## config.mk

```make
export PLATFORM = sky130hd
export DESIGN_NAME = mem_stage
export DESIGN_NICKNAME = d
export VERILOG_FILES = /design/src/rtl/mem_stage.sv
export SDC_FILE = /design/constraint.sdc
export NUM_CORES = 1
export LEC_CHECK = 0
export CAP_MARGIN = 20
export CELL_PAD_IN_SITES_DETAIL_PLACEMENT = 1
export CELL_PAD_IN_SITES_GLOBAL_PLACEMENT = 1
export CORE_AREA = 2 2 199 201
export CTS_BUF_LIST = sky130_fd_sc_hd__clkbuf_2
export DETAILED_ROUTE_END_ITERATION = 8
export DIE_AREA = 0 0 201 203
export PLACE_DENSITY_LB_ADDON = 0.05
export SLEW_MARGIN = 20
export SYNTH_ARGS = -nofsm -noshare
export SYNTH_HDL_FRONTEND = slang
export SYNTH_SLANG_ARGS = --single-unit
```

## constraint.sdc

```tcl
create_clock -name clk -period 5.3 [get_ports clk]
set_input_delay 1.06 -clock clk [delete_from_list [all_inputs] [get_ports clk]]
set_output_delay 1.06 -clock clk [all_outputs]
set_load 0.03 [all_outputs]
```

## src/rtl/mem_stage.sv

```systemverilog
// EX/MEM pipeline register and data-SRAM access stage: issues SRAM requests, raises AdEL/AdES,
// and aligns/extends load data for writeback, with a hold register for stalled loads.
module mem_stage #(
  parameter logic [4:0]  ADEL_CODE = 5'h04,
  parameter logic [4:0]  ADES_CODE = 5'h05,
  parameter logic [31:0] ADDR_MASK = 32'hFFFF_FFFF
) (
  input  logic        clk,
  input  logic        rst,
  input  logic        stall,
  input  logic        flush,
  input  logic [31:0] PC_in,
  input  logic [31:0] result_in,
  input  logic [31:0] D_in,
  input  logic [4:0]  rw_in,
  input  logic        RegWrite_in,
  input  logic        MemRead_in,
  input  logic        MemWrite_in,
  input  logic [2:0]  MemOp_in,
  input  logic        Exc_in,
  input  logic [31:0] BadVAddr_in,
  input  logic [31:0] Status_in,
  input  logic [30:0] Cause_in,
  output logic        data_sram_en,
  output logic [3:0]  data_sram_wen,
  output logic [31:0] data_sram_addr,
  output logic [31:0] data_sram_wdata,
  input  logic [31:0] data_sram_rdata,
  output logic [31:0] PC_out,
  output logic [31:0] result_mem,
  output logic [4:0]  rw_out,
  output logic        RegWrite_out,
  output logic [31:0] dataW,
  output logic        Exc_mem,
  output logic [31:0] BadVAddr_out,
  output logic [31:0] Status_out,
  output logic [30:0] Cause_out
);

  localparam logic [31:0] EXC_STATUS = {9'b0, 1'b1, 20'b0, 1'b1, 1'b0};

  // Byte/half lane selection and sign/zero extension of raw SRAM read data.
  function automatic logic [31:0] fmt_load(input logic [31:0] rdata, input logic [2:0] op,
                                           input logic [1:0] lo);
    logic [7:0]  b;
    logic [15:0] h;
    b = rdata[8*lo +: 8];
    h = lo[1] ? rdata[31:16] : rdata[15:0];
    case (op)
      3'b000:  fmt_load = {{24{b[7]}}, b};
      3'b001:  fmt_load = {24'b0, b};
      3'b010:  fmt_load = {{16{h[15]}}, h};
      3'b011:  fmt_load = {16'b0, h};
      default: fmt_load = rdata;
    endcase
  endfunction

  logic        mem_acc, align_err;
  logic        exc_d;
  logic [31:0] badv_d, status_d;
  logic [30:0] cause_d;

  logic [31:0] pc_q, result_q, badv_q, status_q, held_q;
  logic [30:0] cause_q;
  logic [4:0]  rw_q;
  logic [2:0]  memop_q;
  logic        regwrite_q, memread_q, exc_q, hold_q;
  logic [31:0] fmt_data;

  // EX side: alignment check, exception record and SRAM request
  assign mem_acc   = MemRead_in | MemWrite_in;
  assign align_err = mem_acc & (MemOp_in[2] ? (result_in[1:0] != 2'b00) :
                                MemOp_in[1] ? result_in[0] : 1'b0);

  always_comb begin
    exc_d    = 1'b0;
    badv_d   = '0;
    status_d = '0;
    cause_d  = '0;
    if (Exc_in) begin
      exc_d    = 1'b1;
      badv_d   = BadVAddr_in;
      status_d = Status_in;
      cause_d  = Cause_in;
    end else if (align_err) begin
      exc_d    = 1'b1;
      badv_d   = result_in;
      status_d = EXC_STATUS;
      cause_d  = {24'b0, (MemWrite_in ? ADES_CODE : ADEL_CODE), 2'b00};
    end
  end

  // Older excepting instruction in M must block any younger store from reaching memory.
  assign data_sram_en   = mem_acc & ~align_err & ~Exc_in & ~exc_q & ~stall & ~flush & ~rst;
  assign data_sram_addr = {result_in[31:2], 2'b00} & ADDR_MASK;

  always_comb begin
    data_sram_wen   = 4'b0000;
    data_sram_wdata = D_in;
    case (MemOp_in[2:1])
      2'b00:   data_sram_wdata = {4{D_in[7:0]}};
      2'b01:   data_sram_wdata = {2{D_in[15:0]}};
      default: data_sram_wdata = D_in;
    endcase
    if (data_sram_en && MemWrite_in && !MemRead_in) begin
      case (MemOp_in[2:1])
        2'b00:   data_sram_wen = 4'b0001 << result_in[1:0];
        2'b01:   data_sram_wen = result_in[1] ? 4'b1100 : 4'b0011;
        default: data_sram_wen = 4'b1111;
      endcase
    end
  end

  // EX -> M register boundary
  always_ff @(posedge clk) begin
    if (rst || flush) begin
      pc_q       <= '0;
      result_q   <= '0;
      rw_q       <= '0;
      regwrite_q <= 1'b0;
      memread_q  <= 1'b0;
      memop_q    <= '0;
      exc_q      <= 1'b0;
      badv_q     <= '0;
      status_q   <= '0;
      cause_q    <= '0;
    end else if (!stall) begin
      pc_q       <= PC_in;
      result_q   <= result_in;
      rw_q       <= rw_in;
      regwrite_q <= RegWrite_in;
      memread_q  <= MemRead_in;
      memop_q    <= MemOp_in;
      exc_q      <= exc_d;
      badv_q     <= badv_d;
      status_q   <= status_d;
      cause_q    <= cause_d;
    end
  end

  // SRAM data is only valid one cycle after the request, so a stalled load keeps its own copy.
  assign fmt_data = fmt_load(data_sram_rdata, memop_q, result_q[1:0]);

  always_ff @(posedge clk) begin
    if (rst) begin
      hold_q <= 1'b0;
      held_q <= '0;
    end else if (flush || !stall) begin
      hold_q <= 1'b0;
    end else if (memread_q && !hold_q) begin
      hold_q <= 1'b1;
      held_q <= fmt_data;
    end
  end

  assign PC_out       = pc_q;
  assign result_mem   = result_q;
  assign rw_out       = rw_q;
  assign RegWrite_out = regwrite_q & ~exc_q;
  assign Exc_mem      = exc_q;
  assign BadVAddr_out = badv_q;
  assign Status_out   = status_q;
  assign Cause_out    = cause_q;
  assign dataW        = memread_q ? (hold_q ? held_q : fmt_data) : result_q;

endmodule
```

==> results of run 1 <==
## layout make-up
type	instances	area, um^2
clock inverters	25	130
diodes	4	10.0
repair buffers	518	5170
well taps	518	648
fillers	4455	23700
clock buffers	87	435
flip-flops and latches	203	4070
multi-input cells	637	4310
inverters	5	18.8
## power by group through the flow
stage / sequential [W] / clock [W] / combinational (W)
after floorplan: 0.00169 / 0 / 0.000339
after CTS: 0.00160 / 0.00131 / 0.000816
after global placement: 0.00163 / 0 / 0.000810
final: 0.00160 / 0.00123 / 0.000805
after detailed placement: 0.00163 / 0 / 0.000813
after global routing: 0.00160 / 0.00140 / 0.000855
## routing by layer
metal	up-vias	GRT usage (%)	wire length, um
li1	4426	-	-
met1	4465	21.6	16300
met2	327	35.4	21100
met3	66	7.32	3470
met4	4	6.98	1070
met5	-	0	26
## worst paths after layout
| path | startpoint | to | slack, ns | cells after the start |
|---|---|---|---|---|
| worst max register to register | memread_q | held_q[16] | 1.97 | 4 |
| worst max-delay path | result_mem[1] | dataW[1] | 0.44 | 5 |
| worst min register to register | Cause_out[2] | Cause_out[2] | 0.49 | 2 |
| worst min-delay path | Cause_out[2] | Cause_out[2] | 0.49 | 2 |
## sequential cells by signal, indices dropped and copies added (netlist names)
name / count
hold_q: 1
memread_q: 1
Status_out: 32
Exc_mem: 1
result_mem: 32
memop_q: 3
held_q: 32
PC_out: 32
rw_out: 5
BadVAddr_out: 32
Cause_out: 31
regwrite_q: 1
## critical path, delay by kind of cell (launching register included)
family          cells  cell delay [ns]
simple gates        2             0.72
compound gates      2             0.49
buf+inv             1             0.82
flops               1             0.84
## stage by stage
stage,std cells,utilization [%]
after detailed placement,1881,36.9
final,1997,38.4
after floorplan,971,-
after CTS,1993,38.4
after global placement,1881,36.9
after global routing,1997,38.4
## cell usage in the layout (no fill, tap or decap), types with 21 or more instances in the layout
cell and n:
a21oi_1 45, a22oi_1 99, clkbuf_2 87, clkdlybuf4s50_1 501, clkinv_1 21, dfxtp_1 202
mux2_2 23, mux2i_1 84, nand2_1 32, nor2_1 174, o21ai_0 22, o22ai_1 31
o2bb2ai_1 32
## kinds of logic after synthesis
family                 synth area share (%)
buffers and inverters                  7.89
multiplexers                           12.4
other                                0.0414
flip-flops                             44.8
AO/OA/AOI/OAI                          22.3
AND/OR/NAND/NOR                        12.5
==> summary.txt, run 1 <==
Drt
  • Via-to-Cell Ratio: 4.65
  • Post-route DRC: 0
  • 1st-pass router iterations: 4
  • Wire length per cell: 21.0 um
  • Initial DRC count: 238
  • Routed vias: 9288
  • Final ANT Viol Nets: 0
  • Final wirelength: 42000 um

Power and ir drop
  • Switch share: 32.6%
  • Net Sw Power: 0.00118 W
  • Power per standard cell area: 246 nW/um^2
  • Clock power share: 33.9%
  • Combinational share of power: 22.2%
  • Leakage: 5.37 nW
  • Power Total: 0.00363 W
  • Maximum VDD drop: 0.000110 V
  • P_int: 0.00245 W
  • Sequential power share: 44.0%

Synthesis
  • Area contributors post-synth: dfxtp_1 45%, mux2i_1 9.3%, a22oi_1 8.2%, nor2_1 7.2%, buf_4 3.4%
  • Yosys reg bits: 203
  • Top cell type by total area after synthesis: dfxtp_1
  • Synth Flop Type: dfxtp_1
  • Mean post-synth cell area: 9.35 um^2
  • Sequential area share after synthesis: 44.8%
  • Most frequent cells after synthesis: 203 x dfxtp_1, 174 x nor2_1, 99 x a22oi_1
  • Mapped Area: 9070 um^2
  • Post-synth top area share: 44.8%
  • Number of synthesized flops with an enable pin: 0
  • Syn Inst Count: 970
  • Count leader, synth: dfxtp_1
  • Fraction of registers with async set/reset: 0%
  • Synth warn: 0
  • Number of distinct library cells after synthesis: 46

Clock tree
  • Reg clk slew, reported paths: 0.09 ns
  • # clock sinks: 203
  • Post-CTS sizing: 0
  • Skew-Pair Late Insertion Delay: 0.92 ns
  • Max clock buf depth: 3
  • Post CTS Setup Buffer Count: 0
  • CTS tree: yes
  • CTS HTree Levels: 2
  • Root Driver: clkbuf_2
  • Post-CTS Hold Buffers: 0
  • TritonCTS Buffers: 60

Timing
  • Final WS setup: 0.437 ns
  • Fin crit period: 4.86 ns
  • Fmax: 0.206 GHz
  • Fin. Hold Viols: 0
  • Period utilization: 91.8%
  • Hold slack: 0.492 ns
  • Slew headroom: 25.1%
  • Worst Skew: 0.0668 ns
  • Setup TNS Final: 0 ns
  • RSZ-0062 raised after global routing: no
  • Final setup vio count: 0
  • Slew Limit Fails: 0
  • Worst-margin pin slew: 1.12 ns

Setup path
  • Required @ worst endpoint: 4.24 ns
  • Crit path capture type: primary output
  • CP max stage delay: 0.84 ns
  • Type of origin of the critical path: register
  • Slowest CP cell: dfxtp_1
  • Crit-path cells: nand2b_1, nor2_2, a22oi_1, a31oi_1, clkdlybuf4s50_1
  • Critical path peak fanout: 16
  • WP data arrival: 3.80 ns
  • WS Path Type: register to primary output

GRT
  • Gr usage total: 19.9%
  • Largest net degree at the start of global routing: 76
  • First-pass GRT wire length: 62000 um
  • Overflow left after global routing: 0
  • Number of global-route vias before repair: 10000
  • Initial antenna violation count: 6

Floorplanning
  • Initial Utilization: 23.6%
  • Ports: 506
  • Die Y: 203 um
  • Row count: 72
  • Chip Width: 201 um
  • Die footprint: 40800 um^2
  • Core box area: 38500 um^2

Flow run
  • Max Cap Viol: 0

Cells and area
  • Fin area: 14800 um^2
  • P&R area growth vs syn: 63.1%
  • Nets: 1664
  • Layout cells sized above 1: 11.2%

Placed design
  • Pre-CTS setup slack: 0.666 ns
  • I/O Buffers: 503
  • HPWL Detailed: 31300 um
  • Placed Area: 14200 um^2
  • Final weighted congestion in routability-driven placement: 0.790

Outcome
  • Outcome: finished clean

Hold path
  • Worst min-delay path class: register to register
No activity file was read; power rests on OpenSTA's default activity.
==> inputs of run 2 (changes only) <==
--- a/config.mk
+++ b/config.mk
@@ -13,7 +13,6 @@
 export DETAILED_ROUTE_END_ITERATION = 8
 export DIE_AREA = 0 0 201 203
 export PLACE_DENSITY_LB_ADDON = 0.05
-export SLEW_MARGIN = 20
 export SYNTH_ARGS = -nofsm -noshare
 export SYNTH_HDL_FRONTEND = slang
 export SYNTH_SLANG_ARGS = --single-unit
==> results of run 2 <==
The final DEF is identical to that of run 1; final timing and power are the same.
==> inputs of run 3 (changes only) <==
--- a/config.mk
+++ b/config.mk
@@ -5,14 +5,16 @@
 export SDC_FILE = /design/constraint.sdc
 export NUM_CORES = 1
 export LEC_CHECK = 0
+export ABC_AREA = 1
 export CAP_MARGIN = 20
 export CELL_PAD_IN_SITES_DETAIL_PLACEMENT = 1
 export CELL_PAD_IN_SITES_GLOBAL_PLACEMENT = 1
-export CORE_AREA = 2 2 199 201
+export CORE_AREA = 2 2 196 198
 export CTS_BUF_LIST = sky130_fd_sc_hd__clkbuf_2
 export DETAILED_ROUTE_END_ITERATION = 8
-export DIE_AREA = 0 0 201 203
+export DIE_AREA = 0 0 198 200
 export PLACE_DENSITY_LB_ADDON = 0.05
+export SETUP_SLACK_MARGIN = 0.1
 export SYNTH_ARGS = -nofsm -noshare
 export SYNTH_HDL_FRONTEND = slang
 export SYNTH_SLANG_ARGS = --single-unit
==> summary.txt, run 3 <==
Placed design
  • I/O Buffers: 503 (unchanged)
  • HPWL Detailed: 37100 um (was 31300 um)
  • Placed insts: 2297 (was 1881)
  • Final weighted congestion in routability-driven placement: 0.863 (was 0.790)

Cells and area
  • Nets: 2087 (was 1664)
  • Seq. cell area: 4060 um^2 (was 4070 um^2)
  • Most frequent cells in the layout: 502 x clkdlybuf4s50_1, 500 x nand2_1, 228 x a21oi_1 (was 501 x clkdlybuf4s50_1, 202 x dfxtp_1, 174 x nor2_1)
  • Area of the multi-input gates: 4360 um^2 (was 4310 um^2)
  • Non-Filler Instances: 2416 (was 1997)
  • Fill count: 4634 (was 4455)
  • P&R area growth vs syn: 59.8% (was 63.1%)
  • Commonest non-fill, non-tap cell in the layout: clkdlybuf4s50_1 (unchanged)
  • Utilization after layout: 40.6% (was 38.4%)
  • Layout cells sized above 1: 7.01% (was 11.2%)

Drt
  • Via-to-Cell Ratio: 4.66 (was 4.65)
  • 1st-pass router iterations: 4 (unchanged)
  • Routed vias: 11200 (was 9288)
  • Post-route DRC: 0 (unchanged)
  • Initial DRC count: 410 (was 238)
  • Final wirelength: 49800 um (was 42000 um)
  • Final ANT Viol Nets: 0 (unchanged)
  • Wire length per cell: 20.6 um (was 21.0 um)

Floorplanning
  • Die footprint: 39600 um^2 (was 40800 um^2)
  • Chip Width: 198 um (was 201 um)
  • Core box area: 37400 um^2 (was 38500 um^2)
  • Initial Utilization: 25.4% (was 23.6%)
  • Ports: 506 (unchanged)
  • Die Y: 200 um (was 203 um)
  • Row count: 71 (was 72)

Setup path
  • Reg-to-Reg End: held_q[21] (was held_q[16])
  • CP max stage delay: 0.61 ns (was 0.84 ns)
  • Worst-case reg-to-reg path depth: 6 (was 4)
  • Crit path capture type: primary output (unchanged)
  • Slowest CP cell: clkdlybuf4s50_1 (was dfxtp_1)
  • Crit-path cells: buf_4, inv_2, nand2_1, nand3_1, nand3_1, buf_4, nand4_1, nand2_1, nand2_1, clkdlybuf4s50_1 (was nand2b_1, nor2_2, a22oi_1, a31oi_1, clkdlybuf4s50_1)
  • Type of origin of the critical path: register (unchanged)
  • R2r setup slk: 2.96 ns (was 1.97 ns)
  • WS Path Type: register to primary output (unchanged)
  • Required @ worst endpoint: 4.24 ns (about the same)
  • Critical path peak fanout: 48 (was 16)
  • WP data arrival: 3.65 ns (was 3.80 ns)
  • R2r startpoint: memread_q (unchanged)
  • Most used cell, CP: nand2_1

Clock tree
  • Post-CTS sizing: 0 (unchanged)
  • TritonCTS Buffers: 60 (unchanged)
  • Max clock buf depth: 3 (unchanged)
  • CTS tree: yes (unchanged)
  • Reg clk slew, reported paths: 0.10 ns (was 0.09 ns)
  • Post CTS Setup Buffer Count: 0 (unchanged)
  • Root Driver: clkbuf_2 (unchanged)
  • Post-CTS Hold Buffers: 0 (unchanged)
  • CTS HTree Levels: 2 (unchanged)
  • Skew-Pair Late Insertion Delay: 1.04 ns (was 0.92 ns)
  • # clock sinks: 203 (unchanged)

Flow run
  • Max Cap Viol: 0 (unchanged)

Timing
  • Worst Skew: 0.121 ns (was 0.0668 ns)
  • Fmax: 0.212 GHz (was 0.206 GHz)
  • Slew Limit Fails: 0 (unchanged)
  • Setup TNS Final: 0 ns (unchanged)
  • Period utilization: 89.0% (was 91.8%)
  • Fin crit period: 4.71 ns (was 4.86 ns)
  • Slew headroom: 32.2% (was 25.1%)
  • Worst-margin pin slew: 1.02 ns (was 1.12 ns)
  • Final setup vio count: 0 (unchanged)
  • RSZ-0062 raised after global routing: no (unchanged)
  • Fin. Hold Viols: 0 (unchanged)

Synthesis
  • Number of distinct library cells after synthesis: 26 (was 46)
  • Most frequent cells after synthesis: 500 x nand2_1, 228 x a21oi_1, 203 x dfxtp_1 (was 203 x dfxtp_1, 174 x nor2_1, 99 x a22oi_1)
  • Sequential area share after synthesis: 42.8% (was 44.8%)
  • Synth Flop Type: dfxtp_1 (unchanged)
  • Post-synth top area share: 42.8% (was 44.8%)
  • Synth warn: 0 (unchanged)
  • Yosys reg bits: 203 (unchanged)
  • Area contributors post-synth: dfxtp_1 43%, nand2_1 20%, a21oi_1 12%, buf_4 3.8%, nand3_1 3.4% (was dfxtp_1 45%, mux2i_1 9.3%, a22oi_1 8.2%, nor2_1 7.2%, buf_4 3.4%)
  • Count leader, synth: nand2_1 (was dfxtp_1)
  • Mapped Area: 9500 um^2 (was 9070 um^2)
  • Fraction of registers with async set/reset: 0% (unchanged)
  • Number of synthesized flops with an enable pin: 0 (unchanged)
  • Mean post-synth cell area: 6.80 um^2 (was 9.35 um^2)
  • Syn Inst Count: 1397 (was 970)
  • Top cell type by total area after synthesis: dfxtp_1 (unchanged)

Power and ir drop
  • Leakage: 6.04 nW (was 5.37 nW)
  • Power per standard cell area: 243 nW/um^2 (was 246 nW/um^2)
  • Maximum VDD drop: 0.000139 V (was 0.000110 V)

GRT
  • Initial antenna violation count: 11 (was 6)
  • Number of global-route vias before repair: 11700 (was 10000)
  • Largest net degree at the start of global routing: 110 (was 76)
  • Gr usage total: 24.4% (was 19.9%)
  • First-pass GRT wire length: 72200 um (was 62000 um)
  • Overflow left after global routing: 0 (unchanged)

Hold path
  • WHS Path Cells: 2 (unchanged)
  • Worst min-delay path class: register to register (unchanged)
  • Hold EP: Status_out[17] (was Cause_out[2])
  • HP Start: Status_out[17] (was Cause_out[2])

Outcome
  • Outcome: finished clean (unchanged)
[run 3: cell count changes after synthesis, sizes merged, moves of 64 or more]
cell / delta
nand2: +467
mux2i: -84
nand3: +64
a22oi: -74
nor2: -133
a21oi: +183
inv: +81
[run 3: logic make-up after synthesis]
family | after synthesis | share of synthesized area [%]
other | 1 | 0.0395
flip-flops | 203 | 42.8
AO/OA/AOI/OAI | 300 | 17.1
AND/OR/NAND/NOR | 667 | 28.7
buffers and inverters | 226 | 11.3
[run 3: cell type report]
type,instances,share of cell area (%)
Antenna cell,7,0.115
Timing Repair Buffer,527,34.4
Tap cell,511,4.21
Multi-Input combinational cell,969,28.8
Clock inverter,22,0.618
Sequential cell,203,26.8
Clock buffer,90,2.97
Inverter,87,2.20
[run 3: how the worst max path moves through the flow]
stage / start / to
floorplan: rst / data_sram_wen[0]
global placement: MemOp_in[2] / data_sram_wdata[12]
detailed placement: MemOp_in[2] / data_sram_wdata[11]
CTS: result_mem[1] / dataW[20]
global route: result_mem[1] / dataW[10]
finish: result_mem[1] / dataW[26]
[run 3: metal layers]
layer / track usage [%] / wire (um) / vias up
li1: - / - / 5464
met5: 0 / 58 / -
met3: 10.0 / 4420 / 116
met2: 40.6 / 23500 / 400
met4: 11.1 / 2120 / 8
met1: 27.5 / 19700 / 5261
[run 3: critical path: cells and delay by family (launching register included)]
| family | cells | cell delay (ns) |
|---|---|---|
| buf+inv | 4 | 1.48 |
| flops | 1 | 0.57 |
| simple gates | 6 | 0.63 |
[run 3: where the power goes]
group	internal, W	total (W)	leakage (nW)	switching, W
clock	0.000459	0.00123	0.414	0.000767
sequential	0.00157	0.00159	1.65	0.0000274
combinational	0.000374	0.000867	3.98	0.000493
total	0.00240	0.00369	6.04	0.00129
[run 3: through the flow]
stage	setup slack, ns	power, W	area (um^2)	hold slack (ns)
CTS	0.489	0.00374	15200	0.353
floorplan	2.06	0.00206	9510	0.434
global placement	0.982	0.00250	14600	0.448
global route	0.290	0.00389	15200	0.384
finish	0.585	0.00369	15200	0.467
detailed placement	0.930	0.00250	14600	0.457
